==> src/rtl/keycode_queue.sv <==
// -----------------------------------------------------------------------------
// keycode_queue
//
// Purpose:
//   Turns the PS/2 set-2 byte stream into complete key events and buffers
//   them in a show-ahead FIFO. The processor can then take events at its own
//   pace without losing any. The decoder handles these sequences:
//     - E0 extended prefix
//     - F0 break prefix
//     - E1 pause sequence
//   The decoder also drops controller response bytes. An optional filter
//   suppresses typematic repeats of the key that is currently held down.
//
// Parameters:
//   DEPTH          FIFO entries, power of 2, >= 2
//   FILTER_REPEAT  1: drop repeated make events of the held key
//   PAUSE_EN       1: the 8-byte E1 sequence becomes one {ext=1,make=1,E1}
//                  event; 0: the sequence is swallowed
//
// Ports:
//   clk            system clock, rising edge
//   reset_n        synchronous active-low reset
//   ps2_key_en     one-cycle strobe, ps2_key_data valid
//   ps2_key_data   received PS/2 byte
//   rd_ready       consumer takes the head entry this cycle
//   clr_ovf        clears the sticky overflow flag
//   keycode        head entry scan code (holds last value when empty)
//   ext            head entry had the E0 prefix
//   make           head entry is a press (1) or a release (0)
//   keycode_valid  FIFO non-empty
//   count          occupied entries
//   overflow       sticky: an event was dropped because the FIFO was full
//
// Decoder states:
//   state     | meaning
//   ----------+----------------------------------------------------
//   S_IDLE    | waiting for the first byte of a key event
//   S_EXT     | E0 seen, next byte is an extended code or F0
//   S_BRK     | F0 seen, next byte is the released code
//   S_EXT_BRK | E0 F0 seen, next byte is the released extended code
//   S_PAUSE   | inside the E1 pause sequence, skipping remaining bytes
// -----------------------------------------------------------------------------
module keycode_queue #(
    parameter int DEPTH         = 8,
    parameter bit FILTER_REPEAT = 1'b1,
    parameter bit PAUSE_EN      = 1'b1
) (
    input  logic                       clk,
    input  logic                       reset_n,
    input  logic                       ps2_key_en,
    input  logic [7:0]                 ps2_key_data,
    input  logic                       rd_ready,
    input  logic                       clr_ovf,
    output logic [7:0]                 keycode,
    output logic                       ext,
    output logic                       make,
    output logic                       keycode_valid,
    output logic [$clog2(DEPTH+1)-1:0] count,
    output logic                       overflow
);

    localparam int AW = $clog2(DEPTH);
    localparam int CW = $clog2(DEPTH + 1);

    typedef enum logic [2:0] {
        S_IDLE,
        S_EXT,
        S_BRK,
        S_EXT_BRK,
        S_PAUSE
    } state_t;

    // ------------------------------------------------------------------
    // Decoder FSM
    // ------------------------------------------------------------------
    state_t     r_state;
    state_t     w_state_nxt;
    logic [2:0] r_pause_cnt;
    logic [2:0] w_pause_cnt_nxt;

    logic       w_ev_valid;
    logic       w_ev_ext;
    logic       w_ev_make;
    logic [7:0] w_ev_code;

    always_ff @(posedge clk) begin
        if (!reset_n) begin
            r_state     <= S_IDLE;
            r_pause_cnt <= '0;
        end else begin
            r_state     <= w_state_nxt;
            r_pause_cnt <= w_pause_cnt_nxt;
        end
    end

    always_comb begin
        w_state_nxt     = r_state;
        w_pause_cnt_nxt = r_pause_cnt;
        w_ev_valid      = 1'b0;
        w_ev_ext        = 1'b0;
        w_ev_make       = 1'b0;
        w_ev_code       = ps2_key_data;

        if (ps2_key_en) begin
            case (r_state)
                S_IDLE: begin
                    case (ps2_key_data)
                        8'hE0: w_state_nxt = S_EXT;
                        8'hF0: w_state_nxt = S_BRK;
                        8'hE1: begin
                            w_state_nxt     = S_PAUSE;
                            w_pause_cnt_nxt = 3'd7;
                        end
                        // Controller responses (ACK, BAT result, echo, ...)
                        8'h00, 8'hAA, 8'hEE, 8'hFA,
                        8'hFC, 8'hFE, 8'hFF: begin
                            w_state_nxt = S_IDLE;
                        end
                        default: begin
                            w_ev_valid = 1'b1;
                            w_ev_make  = 1'b1;
                        end
                    endcase
                end

                S_EXT: begin
                    if (ps2_key_data == 8'hF0) begin
                        w_state_nxt = S_EXT_BRK;
                    end else if (ps2_key_data != 8'hE0) begin
                        w_ev_valid  = 1'b1;
                        w_ev_ext    = 1'b1;
                        w_ev_make   = 1'b1;
                        w_state_nxt = S_IDLE;
                    end
                end

                S_BRK: begin
                    w_ev_valid  = 1'b1;
                    w_state_nxt = S_IDLE;
                end

                S_EXT_BRK: begin
                    w_ev_valid  = 1'b1;
                    w_ev_ext    = 1'b1;
                    w_state_nxt = S_IDLE;
                end

                S_PAUSE: begin
                    w_pause_cnt_nxt = r_pause_cnt - 3'd1;
                    // A count of 1 here means this byte takes it to 0 and
                    // ends the sequence. A count of 0 cannot occur, but it
                    // is also treated as the end so the FSM cannot stall.
                    if (r_pause_cnt <= 3'd1) begin
                        w_pause_cnt_nxt = '0;
                        w_state_nxt     = S_IDLE;
                        w_ev_valid      = PAUSE_EN;
                        w_ev_ext        = 1'b1;
                        w_ev_make       = 1'b1;
                        w_ev_code       = 8'hE1;
                    end
                end

                default: begin
                    w_state_nxt     = S_IDLE;
                    w_pause_cnt_nxt = '0;
                end
            endcase
        end
    end

    // ------------------------------------------------------------------
    // Typematic repeat filter
    // The held key is updated whenever a make gets through the filter,
    // even if the FIFO then has no room for it. The pause event is an
    // ordinary make as far as the filter is concerned.
    // ------------------------------------------------------------------
    logic       r_held_valid;
    logic [8:0] r_held;
    logic [8:0] w_ev_key;
    logic       w_held_hit;
    logic       w_drop;

    assign w_ev_key   = {w_ev_ext, w_ev_code};
    assign w_held_hit = r_held_valid && (r_held == w_ev_key);
    assign w_drop     = FILTER_REPEAT && w_ev_valid && w_ev_make && w_held_hit;

    always_ff @(posedge clk) begin
        if (!reset_n) begin
            r_held_valid <= 1'b0;
            r_held       <= '0;
        end else if (FILTER_REPEAT && w_ev_valid) begin
            if (w_ev_make) begin
                if (!w_held_hit) begin
                    r_held_valid <= 1'b1;
                    r_held       <= w_ev_key;
                end
            end else if (w_held_hit) begin
                r_held_valid <= 1'b0;
            end
        end
    end

    // ------------------------------------------------------------------
    // Show-ahead FIFO
    // The head is kept in output registers. Each cycle these registers are
    // loaded with the entry that will be at the head after this cycle's
    // pop and push. This gives registered outputs that hold their value
    // once the FIFO is empty.
    // ------------------------------------------------------------------
    logic [9:0]    r_mem [DEPTH];
    logic [AW-1:0] r_wr_ptr;
    logic [AW-1:0] r_rd_ptr;
    logic [CW-1:0] r_count;
    logic          r_ovf;
    logic [7:0]    r_key;
    logic          r_ext;
    logic          r_make;

    logic          w_valid;
    logic          w_full;
    logic          w_push_req;
    logic          w_push;
    logic          w_pop;
    logic          w_ovf_set;
    logic [9:0]    w_push_data;
    logic [AW-1:0] w_rd_nxt;
    logic [CW-1:0] w_remain;
    logic [9:0]    w_head_nxt;

    assign w_valid     = (r_count != '0);
    assign w_full      = (r_count == CW'(DEPTH));
    assign w_push_req  = w_ev_valid && !w_drop;
    assign w_pop       = w_valid && rd_ready;
    // A pop in the same cycle frees a slot, so a full FIFO still accepts.
    assign w_push      = w_push_req && (!w_full || w_pop);
    assign w_ovf_set   = w_push_req && w_full && !w_pop;
    assign w_push_data = {w_ev_ext, w_ev_make, w_ev_code};
    assign w_rd_nxt    = w_pop ? (r_rd_ptr + AW'(1)) : r_rd_ptr;
    // Entries left after the pop and before the push.
    assign w_remain    = r_count - CW'(w_pop);

    always_comb begin
        w_head_nxt = {r_ext, r_make, r_key};
        if (w_remain != '0) begin
            w_head_nxt = r_mem[w_rd_nxt];
        end else if (w_push) begin
            w_head_nxt = w_push_data;
        end
    end

    // Storage needs no reset; the pointers decide which entries are live.
    always_ff @(posedge clk) begin
        if (reset_n && w_push) begin
            r_mem[r_wr_ptr] <= w_push_data;
        end
    end

    always_ff @(posedge clk) begin
        if (!reset_n) begin
            r_wr_ptr <= '0;
            r_rd_ptr <= '0;
            r_count  <= '0;
            r_ovf    <= 1'b0;
            r_key    <= '0;
            r_ext    <= 1'b0;
            r_make   <= 1'b0;
        end else begin
            if (w_push) begin
                r_wr_ptr <= r_wr_ptr + AW'(1);
            end
            r_rd_ptr <= w_rd_nxt;
            r_count  <= r_count + CW'(w_push) - CW'(w_pop);
            r_ext    <= w_head_nxt[9];
            r_make   <= w_head_nxt[8];
            r_key    <= w_head_nxt[7:0];
            // When a set and a clear arrive in the same cycle, the set wins.
            if (w_ovf_set) begin
                r_ovf <= 1'b1;
            end else if (clr_ovf) begin
                r_ovf <= 1'b0;
            end
        end
    end

    assign keycode       = r_key;
    assign ext           = r_ext;
    assign make          = r_make;
    assign keycode_valid = w_valid;
    assign count         = r_count;
    assign overflow      = r_ovf;

endmodule

==> config.mk <==
export PLATFORM = sky130hd
export DESIGN_NAME = keycode_queue
export DESIGN_NICKNAME = d
export VERILOG_FILES = /design/src/rtl/keycode_queue.sv
export SDC_FILE = /design/constraint.sdc
export NUM_CORES = 1
export LEC_CHECK = 0
export CAP_MARGIN = 0
export CORE_UTILIZATION = 64
export CTS_CLUSTER_DIAMETER = 60
export DETAILED_ROUTE_END_ITERATION = 12
export GPL_TIMING_DRIVEN = 0
export PLACE_DENSITY = 0.84
export REMOVE_ABC_BUFFERS = 1
export SKIP_CTS_REPAIR_TIMING = 1
export SYNTH_ARGS = -nofsm -noshare
export SYNTH_HDL_FRONTEND = slang
export SYNTH_SLANG_ARGS = --single-unit
==> constraint.sdc <==
create_clock -name clk -period 9.8 [get_ports clk]
set_input_delay 2.94 -clock clk [delete_from_list [all_inputs] [get_ports clk]]
set_output_delay 2.94 -clock clk [all_outputs]
set_load 0.05 [all_outputs]
Yosys cells after proc, flatten, opt, wreduce, memory -nomap -nowiden
Memory sizes are Yosys's and may differ from the RTL's.
Cells that the tools add are included.
- add/subtract/negate cells: 6
- magnitude comparators: 1
- eq/ne operators: 21
- multiplexer cells: 31
- bitwise gates (word level): 2
- reduce and logical (&&, ||, !) cells: 28
- operators by type and width (cell ; number):
    8-bit equality test, second input constant ; 9
    8-bit 2-to-1 mux ; 3
    10-bit 2-to-1 mux ; 2
    3-bit 2-to-1 mux ; 6
    3-bit case mux with 3 select lines ; 2
    1-bit 2-to-1 mux ; 14
    3-bit case mux with 4 select lines ; 1
    10-bit OR reduction ; 1
    9-bit equality test ; 1
    1-bit logical AND ; 9
    3-bit AND reduction ; 3
    8-bit zero test ; 1
    8-bit != test, second input constant ; 1
    4-bit nonzero test ; 2
    4-bit by 1-bit subtractor with 4-bit output ; 2
    7-bit OR reduction ; 1
    3-bit by 1-bit adder with 3-bit output, second input constant ; 2
    3-bit by 2-bit equality test with 1-bit output, second input constant ; 2
    1-bit case mux with 3 select lines ; 2
    2-bit nonzero test ; 3
    5-bit by 2-bit != test with 1-bit output, second input constant ; 1
    4-bit by 1-bit adder with 4-bit output ; 1
    4-bit equality test, second input constant ; 1
    2-bit != test, second input constant ; 2
    other kinds (14) ; 17
- register bits: 37
- RAM bits: 80
- input bits: 13
- output and inout port bits: 16
- word-level logic and storage cells: 101
- memories kept: 1
- memory list (memory ; words ; bits a word ; read ports ; clocked after Yosys merged registers in ; wr ports ; line ; RTL):
    r_mem ; 8 ; 10 ; 1 ; 0 ; 1 ; 210 ; logic [9:0] r_mem [DEPTH];

Logic depth before layout (Yosys ltp)
Gate-level depths: netlist (run 1).
- word-level depth: 14
- gate-level depth with buffers: 15
- depth with buffers taken out: 13

Worst setup path after synthesis (run 1)
OpenSTA, ideal clock, no wires.
- path kind: input port to flip-flop
- from: input port ps2_key_data[2]
- to: memory r_mem[4][0] (enable)
- setup time: 0.408 ns
- arrival time: 5.529 ns
- required time: 9.392 ns
- path slack: 3.863 ns
- stages on the path: 8
- buffers on the path: 1
- path through: clkbuf_2 > nand2b_1 > a221oi_1 > o2111ai_1 > o21a_1 > a21oi_2 > nand2_2 > nor4b_1
- longest elaborated chain between the ends: 14
- elaborated cells on any way between the ends: 34
- those cells by class: eq/ne (11); mux (14); reduce/logical (9)
- RTL lines (item ; line ; RTL):
    start, declared ; 51 ; input logic [7:0] ps2_key_data,
    8-bit != test ; 129 ; end else if (ps2_key_data != 8'hE0) begin
    1-bit 2-to-1 mux ; 129 ;
    1-bit 2-to-1 mux ; 127 ; if (ps2_key_data == 8'hF0) begin
    1-bit case mux with 3 select lines ; 105 ; case (r_state)
    1-bit 2-to-1 mux ; 104 ; if (ps2_key_en) begin
    9-bit equality test ; 184 ; assign w_held_hit = r_held_valid && (r_held == w_ev_key);
    1-bit logical AND ; 184 ;
    1-bit logical AND ; 185 ; assign w_drop = FILTER_REPEAT && w_ev_valid && w_ev_make && w_held_hit;
    1-bit zero test ; 232 ; assign w_push_req = w_ev_valid && !w_drop;
    1-bit logical AND * ; 232 ;
    1-bit logical AND * ; 235 ; assign w_push = w_push_req && (!w_full || w_pop);
    1-bit logical AND * ; 253 ; if (reset_n && w_push) begin
    1-bit 2-to-1 mux * ; 253 ;
    1-bit 2-to-1 mux (not written as such) * ; 254 ; r_mem[r_wr_ptr] <= w_push_data;
    end, declared ; 210 ;
Mark *: on every way between the ends. The rest lies on a longest branch, timed or not.

Worst setup path after layout (run 1)
- from: input port ps2_key_data[0]
- to: memory r_mem[1][4] (enable)
Same word-level chain as after synthesis.

==> metrics.cfg, run 1 <==
[status]
outcome = complete, no violations

[synthesis]
synth_area_um2 = 5587
synth.distinct_cells = 68
yosys_warnings = 0
synth-main-ff-cell = edfxtp_1
ys_seq_elements = 117
syn_inst = 482
seq_area_frac_synth_pct = 56.26
synth-edff-count = 80
synthArstFlopShare_pct = 0
syn_area_per_cell_um2 = 11.59

[floorplanning]
fp.dieW_um = 95.43
core-area_um2 = 8341
dieArea_um2 = 9107
die_h_um = 95.43
fp-row-count = 33
start_util_pct = 66.98
io_pins = 29

[clocking]
clock-sinks = 117
clk_latency_ns = 0.52
ctsRootBufferMaster = clkbuf_8
cts_max_path_buffers = 2
clkTransAtPathRegs_ns = 0.06
cts_tree = built
cts_buffers = 17
htree_levels = 4

[sta]
max_freq_mhz = 146.6
slew_viol_final = 0
hold_ws_ns = 0.4669
slew_headroom_pct = 27.14
worst_pin_slew_ns = 1.091
period_share_pct = 69.61
setup_tns_ns = 0
finalCriticalPeriod_ns = 6.822
rsz0062_at_grt = false
finalSetupViolations = 0
finalClockSkew_ns = 0.009691
finalHoldViolCount = 0
fin_ws_ns = 2.978

[placement]
gp_congestion = 0.8483
dp_slack_ns = 2.673
dp_hpwl_mm = 8.489
io_buffers = 28
dpl_cell_area_um2 = 6025
post-place-cells = 600

[drt]
drcViolationCount = 0
final_antenna_net_count = 0
routedWlPerCell_um = 21.55
drtIter0Drc = 432
via_count = 4285
drt-vias-per-instance = 6.780
routed_wl_mm = 13.62
drt_pass1_iterations = 7

[final_layout]
nNetsFinal = 538
drive_above_1_share_pct = 11.57
seqCellArea_um2 = 3143
antennaDiodeCount = 0
final_area_um2 = 6591
area_growth_syn_to_layout_pct = 17.98
final_util_pct = 79.03
multiInputGateArea_um2 = 2246
stdcell_count = 632
fill_cells = 466

[grt]
use_met2_pct = 52.02
track_usage_pct = 31.77
use_met3_pct = 7.815
gr-total-overflow = 0
gr-usage-met1_pct = 38.76
grt_start_max_net_pins = 25
grt_pass1_wl_mm = 20.72
top_usage_layer = met2
grt_pass1_vias = 4109
antenna_found_initial = 0

[power]
irDropWorstVdd_uv = 146.0
power.density_nw_per_um2 = 264.2
p_leak_nw = 2.452
power_mw = 1.741

[job]
cap_violations = 0

[min_path]
min_path_cells = 2
hold_class = register to register

[setup_path]
arrival_ns = 7.05
reg2reg_depth = 8
cp.required_ns = 10.03
path_max_fanout = 13
endpoint_kind = register
crit_type = input pin to register
crit_path_start_kind = input pin

==> final timing paths <==
| path | from | endpoint | slack (ns) |
|---|---|---|---|
| hold / removal | r_held[8] | r_held[8] | 0.47 |
| setup reg to reg | r_state[0] | r_mem[1][4] | 5.82 |
| setup / recovery | ps2_key_data[0] | r_mem[1][4] | 2.98 |
| hold reg to reg | r_held[8] | r_held[8] | 0.47 |
==> cell usage after synthesis (all sizes together), types with 8 or more instances <==
cell	number	share of area, %
edfxtp	80	43
dfxtp	37	13
mux2i	33	5.9
a211oi	32	4.3
nor2	31	2.1
o21ai	27	2.5
a21oi	23	2.1
nand2	23	1.6
nor2b	23	2.6
inv	21	1.4
buf	20	2.6
nand3	13	1.2
nor3	13	1.2
ha	10	2.2
nor4	8	1.2
==> per-layer routing <==
metal  vias up  wire, um
li1       1894         -
met1      2056      5161
met2       271      6746
met3        64      1159
met4         0       549
met5         -         0
==> state kept, by name, summed over array words and instances (netlist names) <==
register      cells
r_rd_ptr          3
r_state           3
r_pause_cnt       3
r_held            9
r_mem            80
keycode           8
ext               1
r_held_valid      1
r_wr_ptr          3
make              1
overflow          1
count             4
==> layout make-up <==
cell class	instances	share of cell area [%]
clock buffers	17	6.283
clock inverters	15	2.316
inverters	21	1.196
multi-input cells	318	34.07
flip-flops and latches	117	47.68
well taps	105	1.993
repair buffers	39	6.454
==> worst max-delay path, stage by stage <==
cell and delay, ns:
clkdlybuf4s50_1 0.75, nor4_4 0.11, a2111oi_1 0.59, nor2_1 0.16, o21a_1 0.24, a21oi_2 0.68, nand2_2 0.36, nor4_2 0.90
buf_4 0.31
==> report_power, final <==
part / internal [mW] / switching, mW / leakage (nW)
clock: 0.362 / 0.230 / 0.270
sequential: 0.568 / 0.0323 / 1.03
combinational: 0.195 / 0.354 / 1.15
total: 1.13 / 0.616 / 2.45
==> cells in the final DEF, fill, tap and decap left out, drive strengths merged, types with 4 or more instances in the layout <==
| cell | count |
|---|---|
| dfxtp | 37 |
| o21ai | 27 |
| a21oi | 23 |
| nand2b | 7 |
| clkinv | 6 |
| nor2 | 31 |
| nand2 | 23 |
| nor4 | 8 |
| ha | 10 |
| nor2b | 23 |
| mux2i | 33 |
| o221ai | 4 |
| o31ai | 5 |
| and2 | 7 |
| a31oi | 5 |
| nor3 | 13 |
| edfxtp | 80 |
| buf | 11 |
| nand3 | 13 |
| inv | 25 |
| clkbuf | 17 |
| clkdlybuf4s50 | 28 |
| a211oi | 32 |
==> kinds of logic (layout without fill, tap and decap cells) <==
group                      Yosys count  after routing  share of synthesized area, %
and+or+nand+nor                    149            149                         14.85
buffers and inverters               47             92                         4.390
AOI/OAI and AO/OA                  121            121                         15.32
muxes                               34             34                         6.114
adders and majority gates           11             11                         2.598
xor gates and xnor gates             3              3                        0.4704
DFF                                117            117                         56.26
No activity file was read; power rests on OpenSTA's default activity.
==> inputs of run 2 (changes only) <==
Settings changed: CORE_UTILIZATION 64 to 60, PLACE_DENSITY 0.84 to 0.8.
Clock period 9.8 ns to 6.4 ns, I/O delays scaled along.
==> run 2 against run 1 <==
The run now ends with DRC left. Setup slack worse by 2.5 ns. Via count shrank 2.3%. Global-route usage fell by 3.3 points. Register-to-register slack got worse by 3.4 ns. Count of clock-buffer cells in the layout unchanged. Clock skew fell by 0.0012 ns. Largest cell class unchanged. Largest power group is now clock. Critical endpoint is now r_mem[3][3].
==> metrics.cfg, run 2 (synthesis results as in run 1) <==
[status]
outcome = finished, violations left
failed_checks = DRC

[sta]
slew_viol_final = 0  ; unchanged
hold_ws_ns = 0.4659  ; -0.001031 ns
period_share_pct = 91.81
finalClockSkew_ns = 0.008451  ; -0.001239 ns
finalSetupViolations = 0  ; unchanged
max_freq_mhz = 170.2
worst_pin_slew_ns = 1.076  ; -0.01473 ns
slew_headroom_pct = 28.13  ; +0.98 points
rsz0062_at_grt = false
finalCriticalPeriod_ns = 5.876
finalHoldViolCount = 0  ; unchanged

[floorplanning]
fp-row-count = 34  ; +3.0%
io_pins = 29  ; unchanged
fp.dieW_um = 98.50  ; +3.2%
start_util_pct = 63.14  ; -3.8 points
die_h_um = 98.50  ; +3.2%
dieArea_um2 = 9701  ; +6.5%
core-area_um2 = 8848  ; +6.1%

[drt]
via_count = 4187  ; -2.3%
drt_pass1_iterations = 11  ; +4
highest_layer = met4
drtIter0Drc = 314  ; -27%
wl_met1_mm = 5.392  ; +4.5%
drt-vias-per-instance = 6.594  ; -2.7%
route.met3.wl_um = 844  ; -27%
wl_met2_mm = 6.561  ; -2.7%
routedWlPerCell_um = 20.47  ; -5.0%
routed_wl_mm = 13.00  ; -4.5%
final_antenna_net_count = 0  ; unchanged
drcViolationCount = 2  ; +2

[final_layout]
drive_above_1_share_pct = 11.95  ; +0.38 points
regMostFlops = r_mem
stdcell_count = 635  ; +0.47%
final_util_pct = 75.35  ; -3.7 points
fill_cells = 574  ; +23%
mostFrequentLayoutCells = 80 x edfxtp_1, 37 x dfxtp_1, 33 x mux2i_1
final_area_um2 = 6668  ; +1.2%
largest_reg_flops = 80  ; unchanged
nNetsFinal = 538  ; unchanged
area_growth_syn_to_layout_pct = 19.35
antennaDiodeCount = 0  ; unchanged
final_common_cell = edfxtp_1

[power]
power_mw = 2.734  ; +57%
power.density_nw_per_um2 = 410.1  ; +55%
p_leak_nw = 2.484  ; +1.3%
irDropWorstVdd_uv = 228.7  ; +57%

[setup_path]
endpoint_kind = register
arrival_ns = 6.10  ; -0.95 ns
reg2reg_depth = 8  ; unchanged
cp.required_ns = 6.62  ; -3.41 ns
worstReg2RegEnd = r_mem[3][3]
crit_start = ps2_key_data[0]
path_max_fanout = 13  ; unchanged
reg2reg_slack_ns = 2.40  ; -3.42 ns
crit-reg2reg-launch = r_state[2]
crit_path_start_kind = input pin
crit_type = input pin to register

[grt]
grt_pass1_wl_mm = 20.86  ; +0.67%
antenna_found_initial = 0  ; unchanged
grt_start_max_net_pins = 25  ; unchanged
grt_pass1_vias = 4034  ; -1.8%
gr-total-overflow = 0  ; unchanged
track_usage_pct = 28.50  ; -3.3 points

[job]
cap_violations = 0  ; unchanged

[placement]
dp_hpwl_mm = 8.403  ; -1.0%
io_buffers = 28  ; unchanged
gp_congestion = 0.8263  ; -2.6%
post-place-cells = 603  ; +0.50%
dpl_cell_area_um2 = 6036  ; +0.19%

[min_path]
min_path_cells = 2  ; unchanged
worstHoldStart = r_held[8]
hold_class = register to register
min_to = r_held[8]

[clocking]
cts_max_path_buffers = 2  ; unchanged
htree_levels = 4  ; unchanged
clock-sinks = 117  ; unchanged
cts_tree = built
cts_buffers = 17  ; unchanged
clkTransAtPathRegs_ns = 0.06  ; about the same
ctsRootBufferMaster = clkbuf_8
clk_latency_ns = 0.52  ; about the same

run 2: through the flow:
step	TNS [ns]	worst slack, ns
2_1_floorplan	0	1.354
3_3_place_gp	-33.94	-0.7080
3_5_place_dp	0	0.2387
4_1_cts	0	0.7314
5_1_grt	0	0.5311
6_report	0	0.5245
run 2: critical path, cell delays in order:
cell and delay [ns]:
clkdlybuf4s50_1 0.73, nand2b_1 0.14, a221oi_1 0.45, o2111ai_1 0.24, o21a_1 0.30, a21oi_2 0.72, nand2_2 0.36, nor4_2 0.94
buf_4 0.30
run 2: worst max path at each step:
stage                  end  slack, ns
2_1_floorplan  r_mem[4][0]       1.35
3_3_place_gp   r_mem[4][0]      -0.71
3_5_place_dp   r_mem[1][6]       0.24
4_1_cts        r_mem[1][8]       0.73
5_1_grt        r_mem[3][3]       0.53
6_report       r_mem[3][3]       0.52
run 2: cell type report:
type	instances	area, um^2	area share (%)
Clock buffer	17	414.1	6.211
Clock inverter	15	217.7	3.265
Inverter	21	78.83	1.182
Multi-Input combinational cell	318	2246	33.68
Sequential cell	117	3143	47.14
Tap cell	108	135.1	2.027
Timing Repair Buffer	39	432.9	6.493
run 2: metal layers:
metal / track usage [%] / up-vias
met2: 47.56 / 177
met5: 0 / -
met3: 5.177 / 19
met4: 11.94 / 0
met1: 37.00 / 2087
li1: - / 1904
run 2: report_power, final:
part | switching (mW) | internal [mW]
registers | 0.0469 | 0.870
clock network | 0.367 | 0.643
logic | 0.519 | 0.288
total | 0.933 | 1.80
==> inputs of run 3 (changes only) <==
Settings changed: CTS_CLUSTER_SIZE set to 28, HOLD_SLACK_MARGIN set to 0.12.
==> results of run 3 <==
No change in the layout: final DEF, timing and power equal those of run 2.
